File: src/rtl/axis_mem_tx_master.sv
// Walks a memory model and streams its entries as AXI4-Stream beats toward the TX MAC.
// Latency: first beat is valid one cycle after start is sampled; one beat per cycle thereafter.
// Backpressure: the output register advances only on a free slot (!tvalid || tready); otherwise everything holds.
module axis_mem_tx_master #(
    parameter int DATA_WIDTH = 64,
    parameter int MEM_DEPTH  = 2048,
    parameter int IFG_CYCLES = 3
) (
    input  logic                    tx_mac_aclk,
    input  logic                    reset_,
    input  logic                    start,
    input  logic [31:0]             start_addr,
    output logic [31:0]             mem_wr_address,
    input  logic [31:0]             mem_axis_wctrl,
    input  logic [DATA_WIDTH-1:0]   mem_axis_wdata,
    output logic [DATA_WIDTH-1:0]   m_axis_tdata,
    output logic [DATA_WIDTH/8-1:0] m_axis_tkeep,
    output logic                    m_axis_tvalid,
    output logic                    m_axis_tlast,
    input  logic                    m_axis_tready,
    output logic                    busy,
    output logic                    done,
    output logic [15:0]             frame_cnt,
    output logic                    err_keep
);

    localparam int KW = DATA_WIDTH / 8;
    localparam int GW = (IFG_CYCLES > 0) ? $clog2(IFG_CYCLES + 1) : 1;

    typedef enum logic [1:0] {
        S_IDLE,
        S_RUN,
        S_GAP,
        S_DRAIN
    } state_t;

    state_t                r_state;
    logic [31:0]           r_addr;
    logic [DATA_WIDTH-1:0] r_tdata;
    logic [KW-1:0]         r_tkeep;
    logic                  r_tvalid;
    logic                  r_tlast;
    logic                  r_done;
    logic [15:0]           r_frame_cnt;
    logic                  r_err_keep;
    logic [GW-1:0]         r_gap_cnt;

    state_t                w_state_nxt;
    logic [31:0]           w_addr_nxt;
    logic [DATA_WIDTH-1:0] w_tdata_nxt;
    logic [KW-1:0]         w_tkeep_nxt;
    logic                  w_tvalid_nxt;
    logic                  w_tlast_nxt;
    logic                  w_done_nxt;
    logic [15:0]           w_frame_cnt_nxt;
    logic                  w_err_keep_nxt;
    logic [GW-1:0]         w_gap_cnt_nxt;

    logic                  w_slot_free;
    logic                  w_last_hs;
    logic [31:0]           w_addr_inc;
    logic [KW-1:0]         w_ctrl_keep;
    logic                  w_ctrl_vld;
    logic                  w_ctrl_last;
    logic                  w_ctrl_eot;
    logic                  w_keep_bad;
    logic                  w_unused_ctrl;

    assign w_slot_free   = !r_tvalid || m_axis_tready;
    assign w_last_hs     = r_tvalid && m_axis_tready && r_tlast;
    assign w_addr_inc    = (r_addr == 32'(MEM_DEPTH - 1)) ? 32'd0 : r_addr + 32'd1;
    assign w_ctrl_vld    = mem_axis_wctrl[31];
    assign w_ctrl_last   = mem_axis_wctrl[30];
    assign w_ctrl_eot    = mem_axis_wctrl[29];
    assign w_ctrl_keep   = mem_axis_wctrl[KW-1:0];
    // Remaining control bits carry no meaning for this stage.
    assign w_unused_ctrl = ^mem_axis_wctrl;
    // A zero keep is never legal; a partial keep is only legal on the last beat of a frame.
    assign w_keep_bad    = (w_ctrl_keep == '0) || (!w_ctrl_last && (w_ctrl_keep != '1));

    // Next-state and next-output logic for the walk FSM.
    always_comb begin
        w_state_nxt     = r_state;
        w_addr_nxt      = r_addr;
        w_tdata_nxt     = r_tdata;
        w_tkeep_nxt     = r_tkeep;
        w_tvalid_nxt    = r_tvalid;
        w_tlast_nxt     = r_tlast;
        w_done_nxt      = 1'b0;
        w_frame_cnt_nxt = r_frame_cnt + {15'd0, w_last_hs};
        w_err_keep_nxt  = r_err_keep;
        w_gap_cnt_nxt   = r_gap_cnt;
        case (r_state)
            S_IDLE: begin
                if (start) begin
                    w_addr_nxt      = start_addr;
                    w_frame_cnt_nxt = 16'd0;
                    w_err_keep_nxt  = 1'b0;
                    w_state_nxt     = S_RUN;
                end
            end
            S_RUN: begin
                if (w_slot_free) begin
                    // Any beat in the register has just left (or was never there).
                    w_tvalid_nxt = 1'b0;
                    if (w_ctrl_eot) begin
                        w_state_nxt = S_DRAIN;
                    end else if (!w_ctrl_vld) begin
                        w_addr_nxt = w_addr_inc;
                    end else begin
                        w_tdata_nxt  = mem_axis_wdata;
                        w_tkeep_nxt  = w_ctrl_keep;
                        w_tlast_nxt  = w_ctrl_last;
                        w_tvalid_nxt = 1'b1;
                        w_addr_nxt   = w_addr_inc;
                        if (w_keep_bad) begin
                            w_err_keep_nxt = 1'b1;
                        end
                        if (w_ctrl_last && (IFG_CYCLES > 0)) begin
                            w_state_nxt   = S_GAP;
                            w_gap_cnt_nxt = GW'(IFG_CYCLES);
                        end
                    end
                end
            end
            S_GAP: begin
                // The edge on which the tlast beat handshakes counts as the first gap
                // tick, so the line sees exactly IFG_CYCLES idle cycles before the
                // next beat is loaded.
                if (w_slot_free) begin
                    w_tvalid_nxt = 1'b0;
                    if (r_gap_cnt <= GW'(1)) begin
                        w_gap_cnt_nxt = '0;
                        w_state_nxt   = S_RUN;
                    end else begin
                        w_gap_cnt_nxt = r_gap_cnt - GW'(1);
                    end
                end
            end
            S_DRAIN: begin
                if (w_slot_free) begin
                    w_tvalid_nxt = 1'b0;
                    w_done_nxt   = 1'b1;
                    w_state_nxt  = S_IDLE;
                end
            end
            default: begin
                w_state_nxt  = S_IDLE;
                w_tvalid_nxt = 1'b0;
            end
        endcase
    end

    // State and output registers; reset clears everything including any in-flight beat.
    always_ff @(posedge tx_mac_aclk or negedge reset_) begin
        if (!reset_) begin
            r_state     <= S_IDLE;
            r_addr      <= '0;
            r_tdata     <= '0;
            r_tkeep     <= '0;
            r_tvalid    <= 1'b0;
            r_tlast     <= 1'b0;
            r_done      <= 1'b0;
            r_frame_cnt <= '0;
            r_err_keep  <= 1'b0;
            r_gap_cnt   <= '0;
        end else begin
            r_state     <= w_state_nxt;
            r_addr      <= w_addr_nxt;
            r_tdata     <= w_tdata_nxt;
            r_tkeep     <= w_tkeep_nxt;
            r_tvalid    <= w_tvalid_nxt;
            r_tlast     <= w_tlast_nxt;
            r_done      <= w_done_nxt;
            r_frame_cnt <= w_frame_cnt_nxt;
            r_err_keep  <= w_err_keep_nxt;
            r_gap_cnt   <= w_gap_cnt_nxt;
        end
    end

    assign mem_wr_address = r_addr;
    assign m_axis_tdata   = r_tdata;
    assign m_axis_tkeep   = r_tkeep;
    assign m_axis_tvalid  = r_tvalid;
    assign m_axis_tlast   = r_tlast;
    assign busy           = (r_state != S_IDLE);
    assign done           = r_done;
    assign frame_cnt      = r_frame_cnt;
    assign err_keep       = r_err_keep;

endmodule
File: config.mk
export PLATFORM = sky130hd
export DESIGN_NAME = axis_mem_tx_master
export DESIGN_NICKNAME = d
export VERILOG_FILES = /design/src/rtl/axis_mem_tx_master.sv
export SDC_FILE = /design/constraint.sdc
export NUM_CORES = 1
export LEC_CHECK = 0
export CAP_MARGIN = 20
export CORE_MARGIN = 2
export CORE_UTILIZATION = 46
export CTS_CLUSTER_DIAMETER = 120
export DETAILED_ROUTE_END_ITERATION = 10
export HOLD_SLACK_MARGIN = 0.12
export PLACE_DENSITY = 0.86
export SKIP_CTS_REPAIR_TIMING = 1
export SYNTH_ARGS = -nofsm -noshare
export SYNTH_HDL_FRONTEND = slang
export SYNTH_SLANG_ARGS = --single-unit
export TNS_END_PERCENT = 100
File: constraint.sdc
create_clock -name tx_mac_aclk -period 6.1 [get_ports tx_mac_aclk]
set_input_delay 1.22 -clock tx_mac_aclk [delete_from_list [all_inputs] [get_ports tx_mac_aclk]]
set_output_delay 1.22 -clock tx_mac_aclk [all_outputs]
set_load 0.1 [all_outputs]
; Word-level counts from Yosys, hierarchy flattened
; Cells that the tools add are included.
[word_totals]
in_bits = 132
register_bits = 128
[classes]
muxes = 36
n_lt_le_gt_ge = 1
addsub = 3
n_bitwise = 1
n_reduce_logical = 20
eq_ne = 17
[op_table]
columns = operator, n
row1 = 32-bit 2-to-1 mux, 4
row2 = 32-bit case mux with 2 select lines, 1
row3 = "32-bit by 1-bit adder with 32-bit output, second input constant", 1
row4 = "32-bit by 11-bit == test with 1-bit output, second input constant", 1
row5 = 16-bit 2-to-1 mux, 2
row6 = 2-bit 2-to-1 mux, 14
row7 = "2-bit inequality test, second input constant", 9
row8 = 16-bit by 1-bit adder with 16-bit output, 1
row9 = 6-bit AND reduction, 2
row10 = 1-bit 2-to-1 mux, 11
row11 = 8-bit zero test, 1
row12 = "8-bit inequality test, second input constant", 1
row13 = 2-bit case mux with 4 select lines, 1
row14 = 4-bit AND reduction, 2
row15 = 2-bit nonzero test, 4
row16 = 7-bit AND reduction, 1
row17 = "3-bit inequality test, second input constant", 2
row18 = "2-bit == test, second input constant", 2
row19 = 1-bit case mux with 2 select lines, 2
row20 = 2-bit case mux with 2 select lines, 1
row21 = 1-bit logical AND, 3
row22 = 3-bit AND reduction, 1
row23 = "2-bit by 1-bit == test with 1-bit output, second input constant", 1
row24 = "2-bit by 1-bit <= comparator with 1-bit output, second input constant", 1
row25 = 7 further kinds, 9

; Longest topological paths before layout
; Gate-level depths: netlist of the first run.
[depth]
ltp_word = 8
depth_mapped = 9
ltp_nobuf = 7

; Worst setup path before layout of the first run
; Ideal clock, no wire load.
[synth_timing]
path_type = reg2reg
from = register r_addr[0] (netlist: mem_wr_address[0])
to = register r_addr[16] (netlist: mem_wr_address[16])
stages_incl_launch_ff = 8
arrival_ns = 2.581
path_slack_ns = 3.392
setup_ns = 0.127
n_path_buf = 1
period_less_slack_ns = 2.708
required_time_ns = 5.973
cell_sequence = dfrtp_1 > ha_1 > and4_4 > nand2_4 > o41a_1 > buf_6 > and4b_1 > a221o_1
[synth_via]
elab_chain_len = 5
[synth_lines]
columns = item, line
row1 = "start, declared", 38  ; logic [31:0] r_addr;
row2 = "start signal, assigned", 169  ; r_addr <= w_addr_nxt;
row3 = 32-bit by 1-bit adder with 32-bit output or 32-bit by 11-bit == test with 1-bit output (tied branches), 71  ; assign w_addr_inc = (r_addr == 32'(MEM_DEPTH - 1)) ? 32'd0 : r_addr + 32'd1;
row4 = 32-bit 2-to-1 mux (*), 71
row5 = 32-bit 2-to-1 mux (*), 106  ; if (w_ctrl_eot) begin
row6 = 32-bit 2-to-1 mux (*), 103  ; if (w_slot_free) begin
row7 = 32-bit case mux with 2 select lines (*), 93  ; case (r_state)
; Mark *: on every way between the ends. The rest lies on a longest branch, timed or not. The select of a mux whose other input is x is not followed.
; A chain may end at the register's enable or synchronous reset.

; Worst setup path after layout of the first run
[layout_timing]
from = register r_state[1]
to = output busy
[layout_via]
elab_chain_len = 1
[layout_lines]
columns = item, line
row1 = "start, declared", 37  ; state_t r_state;
row2 = "start signal, assigned", 168  ; r_state <= w_state_nxt;
row3 = 2-bit nonzero test, 186  ; assign busy = (r_state != S_IDLE);
row4 = "end, declared", 21  ; output logic busy,
; No other way between the ends.

==> impl_metrics.ini, run 1 <==
[sta]
rsz0062_at_grt = false
fmax_mhz = 271
tns_ps = 0
setup_viol = 0
report.final.slew_viol_count = 0
worstMarginPinSlew_ps = 1060
slew_headroom_pct = 28.3
whs_ps = 505
period_needed_ps = 3690
hold_viol = 0
finalCritPeriodShare_pct = 60.4
skew_ps = 6.77

[clocking]
clkTransAtPathRegs_ps = 60
clk_path_buf_depth = 2
root_buffer = clkbuf_16
cts.htree.levels = 4
cts.sinks = 128
numCtsBuffers = 17
clkLatencyLatePin_ps = 420
cts_tree = built

[floorplan]
die_width_um = 118
fp.dieArea_um2 = 14000
die_h_um = 118
core-area_um2 = 12700
num_rows = 41
ios = 257
initial_core_util_pct = 47.4

[synth]
netlist_instances = 527
avgSynthCellArea_um2 = 11.4
synthArstFlopShare_pct = 100
synth-seq-cells = 128
yosysUniqueCellTypes = 57
yosysWarnings = 0
synth.most_common_cell = dfrtp_1
ys_seq_area_share_pct = 53.3
synthesis.area_um2 = 6010
yosysTopAreaCell = dfrtp_1
synthesis.nets = 662
synthTopCellsByArea = dfrtp_1 (53%), mux2_2 (13%), nand2_1 (2.6%)
synth_top_cell_area_share_pct = 53.3
synth_edf_count = 0
ys.flop_type = dfrtp_1
synth_top_cells_by_count = dfrtp_1 (128), mux2_2 (72), nand2_1 (42)

[worst_setup_path]
critical-path-max-stage-delay_ps = 1160
start_kind = register
arrival_ps = 2470
crit_required_ps = 4880
ff2ff_setup_slack_ps = 2800
worst-path-buf-inv = 1
crit_path_cell_trace = or2_2 -> clkdlybuf4s50_1
critPathTopFamily = buffers and inverters
end_kind = primary output
crit_type = register to primary output
cp_max_fo = 17
crit_path_top_delay_cell = clkdlybuf4s50_1

[global_route]
overflow = 0
grt_use_met3_pct = 8.25
antenna_found_initial = 0
grt_util_met1_pct = 30.0
grt_usage_pct = 25.8
use_met2_pct = 43.3
grt_max_degree = 66
grt_first_pass_wirelength_um = 28500
first_global_vias = 5555
top_usage_layer = met2

[routing]
drt-pass1-iter-count = 5
first_iter_violations = 389
drt_wl_total_um = 17700
ant_nets = 0
via_per_inst = 5.59
wl_per_cell_um = 18.8
drc = 0
routed-via-count = 5252

[placement]
port_buffers = 235
place.gp.congestion = 0.912
place_inst = 908
dp_hpwl_um = 12600

[finish]
fin_nets = 890
drive_gt1_share_pct = 15.9
layout.cells.non_filler = 940
syn2layout_area_growth_pct = 51.5
antennaDiodeCount = 0

[status]
status = complete, no violations

[flow_run]
maxCapViolations = 0

[min_path]
hold_path.class = register to register
==> sequential cells by signal, indices dropped and copies added (netlist names) <==
signal / cells
r_state: 2
done: 1
r_gap_cnt: 2
m_axis_tvalid: 1
m_axis_tkeep: 8
mem_wr_address: 32
m_axis_tdata: 64
frame_cnt: 16
err_keep: 1
m_axis_tlast: 1
==> cells in the final DEF, fill, tap and decap left out, drive strengths merged, types with 3 or more instances in the layout <==
cell | Yosys | layout
bufinv | 0 | 6
or3 | 7 | 7
nand2b | 4 | 4
o21ai | 24 | 24
or2 | 3 | 3
nor4 | 12 | 12
dfrtp | 128 | 128
and3 | 11 | 11
clkdlybuf4s50 | 0 | 234
inv | 8 | 9
buf | 21 | 6
clkinv | 0 | 5
mux2 | 72 | 72
nand2 | 43 | 43
nor2 | 23 | 23
a221o | 5 | 5
ha | 3 | 3
and4 | 6 | 6
xnor2 | 7 | 7
nand4 | 14 | 14
or4 | 7 | 7
o41ai | 3 | 3
and2 | 5 | 5
a22oi | 12 | 12
a21o | 3 | 3
a21oi | 11 | 11
o211ai | 5 | 5
nand3 | 30 | 30
xor2 | 9 | 9
o311ai | 4 | 4
nor2b | 6 | 6
nor3 | 8 | 8
clkbuf | 10 | 18
a31oi | 4 | 4
==> stage by stage <==
step / utilization, % / setup WS (ps) / area (µm²)
after global routing: 71.8 / 2250 / 9100
final: 71.8 / 2410 / 9100
after global placement: 66.6 / 2050 / 8440
after detailed placement: 66.6 / 1970 / 8440
after floorplan: - / 3390 / 6010
after CTS: 71.8 / 2410 / 9100
==> final timing paths <==
check                                  from                 end  cells after the start
max                              r_state[1]                busy                      2
min                        m_axis_tdata[60]    m_axis_tdata[60]                      1
max in group asynchronous            reset_     m_axis_tdata[9]                      2
max reg2reg                      r_state[1]    m_axis_tdata[45]                      5
min reg2reg                m_axis_tdata[60]    m_axis_tdata[60]                      1
min in group asynchronous            reset_  mem_wr_address[23]                      1
==> layer usage <==
metal  vias up  share of wire, %
li1       2403                 -
met1      2544                38
met2       269                51
met3        36               8.6
met4         0               2.9
met5         -                 0
==> area by class of cell <==
cell class	instances	area (µm²)
multi-input combinational	360	2600
inverter	8	30.0
tap	172	215
fill	890	3570
sequential	128	3200
timing repair buffer	240	2390
clock inverter	14	236
clock buffer	18	429
==> logic make-up (layout without fill, tap and decap cells) <==
family,count (synthesis),in the layout,share of synthesized area (%)
xor gates and xnor gates,16,16,2.33
muxes,73,73,13.7
adders and majority gates,3,3,0.625
DFF,128,128,53.3
AOI/OAI and AO/OA,82,82,9.56
buffers and inverters,39,280,3.52
and+or+nand+nor,186,186,17.0
Power of run 1 is left out: the tool's default activity adds up to more than one toggle a clock period on the data nets, which glitch-free logic cannot reach.
==> inputs of run 2 (changes only) <==
CORE_UTILIZATION = 43   (was 46)
PLACE_DENSITY = 0.81   (was 0.86)
clock period = 3.8 ns   (was 6.1 ns; I/O delays follow)
==> impl_metrics.ini, run 2 (synthesis results as in run 1) <==
[status]
status = complete, no violations

[sta]
rsz0062_at_grt = false
slew_headroom_pct = 29.7
finalCritPeriodShare_pct = 75.4
setup_viol = 0
hold_viol = 0
worstMarginPinSlew_ps = 1050
report.final.slew_viol_count = 0
period_needed_ps = 2860
tns_ps = 0
skew_ps = 7.52
fmax_mhz = 349

[clocking]
cts_tree = built
clkTransAtPathRegs_ps = 60
clk_path_buf_depth = 2
clkLatencyLatePin_ps = 410
numCtsBuffers = 17
cts.htree.levels = 4
root_buffer = clkbuf_16
cts.sinks = 128

[finish]
final_core_util_pct = 66.6
layout.cells.non_filler = 951
layout_common_cells = clkdlybuf4s50_1 (233), dfrtp_1 (128), mux2_2 (72)
largest_register_ffs = 64
fin_nets = 893
ff_latch_area_um2 = 3200
drive_gt1_share_pct = 16.3
fillers = 1047
multiInputGateArea_um2 = 2600
antennaDiodeCount = 0
syn2layout_area_growth_pct = 52.7
final_common_cell = clkdlybuf4s50_1

[floorplan]
initial_core_util_pct = 43.6
core-area_um2 = 13800
fp.dieArea_um2 = 14900
die_width_um = 122
die_h_um = 122
num_rows = 43
ios = 257

[worst_setup_path]
worst_r2r_path_depth = 5
critical-path-max-stage-delay_ps = 1190
crit_type = register to primary output
critPathTopFamily = buffers and inverters
crit_path_top_delay_cell = clkdlybuf4s50_1
crit_required_ps = 3040
end_kind = primary output
crit_path_cell_trace = clkdlybuf4s50_1
start_kind = register
worst-path-buf-inv = 1
cp_max_fo = 9
arrival_ps = 2100
ff2ff_setup_slack_ps = 1110
crit_cells = 1

[global_route]
antenna_found_initial = 0
grt_max_degree = 77
overflow = 0
grt_first_pass_wirelength_um = 27100
first_global_vias = 5432
grt_usage_pct = 23.4

[routing]
drt-pass1-iter-count = 5
first_iter_violations = 271
drc = 0
drt_wl_total_um = 17000
ant_nets = 0
routed-via-count = 5268
wl_per_cell_um = 17.8
via_per_inst = 5.54

[min_path]
hold_path.class = input pin to async pin

[flow_run]
maxCapViolations = 0

[placement]
place_inst = 919
dp_hpwl_um = 12200
place.gp.congestion = 0.866
port_buffers = 235
-- run 2: changes by cell type in the layout (fill, tap and decap cells not counted) --
cell             before  now
and2_2                1    0
and2_4                0    1
buf_12                0    2
buf_4                 6    8
bufinv_16             6    5
clkbuf_8              0    6
clkdlybuf4s50_1     234  233
clkinv_2              3    0
clkinv_4              2    0
clkinvlp_4            2    3
inv_6                 1    0
-- run 2: routing by layer --
layer | up-vias | GRT usage (%) | part of all wire [%]
met1 | 2582 | 26.9 | 38
met3 | 38 | 7.76 | 8.2
met4 | 0 | 11.5 | 2.9
met5 | - | 0 | 0
met2 | 238 | 39.1 | 51
li1 | 2410 | - | -
-- run 2: final cells by class --
class | instances | area share (%)
clock buffer | 24 | 5.58
clock inverter | 8 | 1.88
inverter | 8 | 0.327
multi-input combinational | 360 | 28.4
sequential | 128 | 34.9
tap | 180 | 2.45
timing repair buffer | 243 | 26.5
-- run 2: worst paths after layout --
path	startpoint	to
setup / recovery	mem_wr_address[21]	mem_wr_address[21]
hold / removal	reset_	mem_wr_address[27]
setup reg to reg	r_state[1]	m_axis_tdata[50]
hold reg to reg	m_axis_tdata[46]	m_axis_tdata[46]
max in group asynchronous	reset_	mem_wr_address[2]
min in group tx_mac_aclk	m_axis_tdata[46]	m_axis_tdata[46]
-- run 2: per-stage QoR --
| step | instance area [µm²] | hold WS, ps | setup WS (ps) |
|---|---|---|---|
| detailed placement | 8490 | 494 | 713 |
| floorplan | 6010 | 464 | 1090 |
| global route | 9180 | 524 | 870 |
| global placement | 8490 | 489 | 746 |
| CTS | 9180 | 507 | 930 |
| finish | 9180 | 495 | 936 |
Power of run 2 is left out for the same reason.
==> inputs of run 3 (changes only) <==
clock period = 2.9 ns   (was 3.8 ns; I/O delays follow)
==> impl_metrics.ini, run 3 (synthesis results as in run 1) <==
[min_path]
hold_path.class = input pin to async pin

[routing]
drt_wl_total_um = 16600
routed-via-count = 5245
ant_nets = 0
wl_met1_um = 6210
drc = 0
wl_met3_um = 1430
via_per_inst = 5.47
first_iter_violations = 338
wl_per_cell_um = 17.3
drt-pass1-iter-count = 4
met2_length_um = 8530
highest_layer = met4

[worst_setup_path]
critical-path-max-stage-delay_ps = 550
crit_required_ps = 3200
cp_max_fo = 9
crit_type = register to register
critPathTopFamily = compound AO/OA/AOI/OAI gates
worst-path-buf-inv = 1
crit_path_top_delay_cell = o41ai_2
crit_path_cell_trace = ha_1 -> and4_4 -> nand2_4 -> o41ai_2 -> buf_4 -> o21ai_0 -> a221o_1
end_kind = register
start_kind = register
arrival_ps = 2650

[sta]
worstMarginPinSlew_ps = 738
report.final.slew_viol_count = 0
skew_ps = 4.43
slew_headroom_pct = 50.4
hold_viol = 0
rsz0062_at_grt = false
fmax_mhz = 424
setup_viol = 0
tns_ps = 0
period_needed_ps = 2360
finalCritPeriodShare_pct = 81.3
whs_ps = 187

[clocking]
cts_tree = built
clk_path_buf_depth = 2
clkTransAtPathRegs_ps = 60
cts.sinks = 128
numCtsBuffers = 17
root_buffer = clkbuf_16
cts.htree.levels = 4
clkLatencyLatePin_ps = 410

[finish]
final_common_cell = buf_4
largest_register_ffs = 64
layout_common_cells = buf_4 (140), dfrtp_1 (128), clkdlybuf4s50_1 (109)
syn2layout_area_growth_pct = 47.0
fin_nets = 901
drive_gt1_share_pct = 33.0

[global_route]
overflow = 0
grt_max_degree = 129
first_global_vias = 5370
grt_usage_pct = 22.5
antenna_found_initial = 1
grt_first_pass_wirelength_um = 26100

[floorplan]
num_rows = 43
ios = 257
fp.dieArea_um2 = 14900
core-area_um2 = 13800
die_width_um = 122
die_h_um = 122
initial_core_util_pct = 43.6

[placement]
port_buffers = 235
dp_hpwl_um = 12100
place.gp.congestion = 0.887

[flow_run]
maxCapViolations = 0

[status]
status = complete, no violations
## run 3: stage by stage
stage          util [%]  std cells  setup WS, ps  instance area, µm²
3_3_place_gp       59.8        927           259                8240
5_1_grt            64.1        958           439                8830
2_1_floorplan         -        527           192                6010
3_5_place_dp       59.8        927           218                8240
6_report           64.1        959           543                8830
4_1_cts            64.1        958           559                8830
## run 3: worst register-to-register path: stages, from the launching register on
cell and delay, ps:
dfrtp_1 430, ha_1 250, and4_4 280, nand2_4 90, o41ai_2 550, buf_4 260, o21ai_0 100, a221o_1 290
## run 3: worst paths after layout
kind | end | cells after the start | start | slack [ps]
worst max-delay path | mem_wr_address[14] | 7 | mem_wr_address[0] | 540
worst min-delay path | mem_wr_address[25] | 2 | reset_ | 190
worst max register to register | mem_wr_address[14] | 7 | mem_wr_address[0] | 540
worst min register to register | m_axis_tdata[32] | 1 | m_axis_tdata[32] | 510
max in group asynchronous | mem_wr_address[5] | 2 | reset_ | 2080
min in group tx_mac_aclk | m_axis_tdata[32] | 1 | m_axis_tdata[32] | 510
## run 3: layout make-up
type	count	area [µm²]
fillers	1121	4940
diodes	1	2.50
clock inverters	7	75.1
inverters	8	30.0
flip-flops and latches	128	3200
well taps	180	225
clock buffers	24	512
repair buffers	251	2180
multi-input cells	360	2600
## run 3: metal layers
metal	up-vias	GRT usage, %
li1	2424	-
met1	2572	25.4
met2	217	38.5
met3	32	7.53
met4	0	10.1
met5	-	0
Power of run 3 is left out for the same reason.
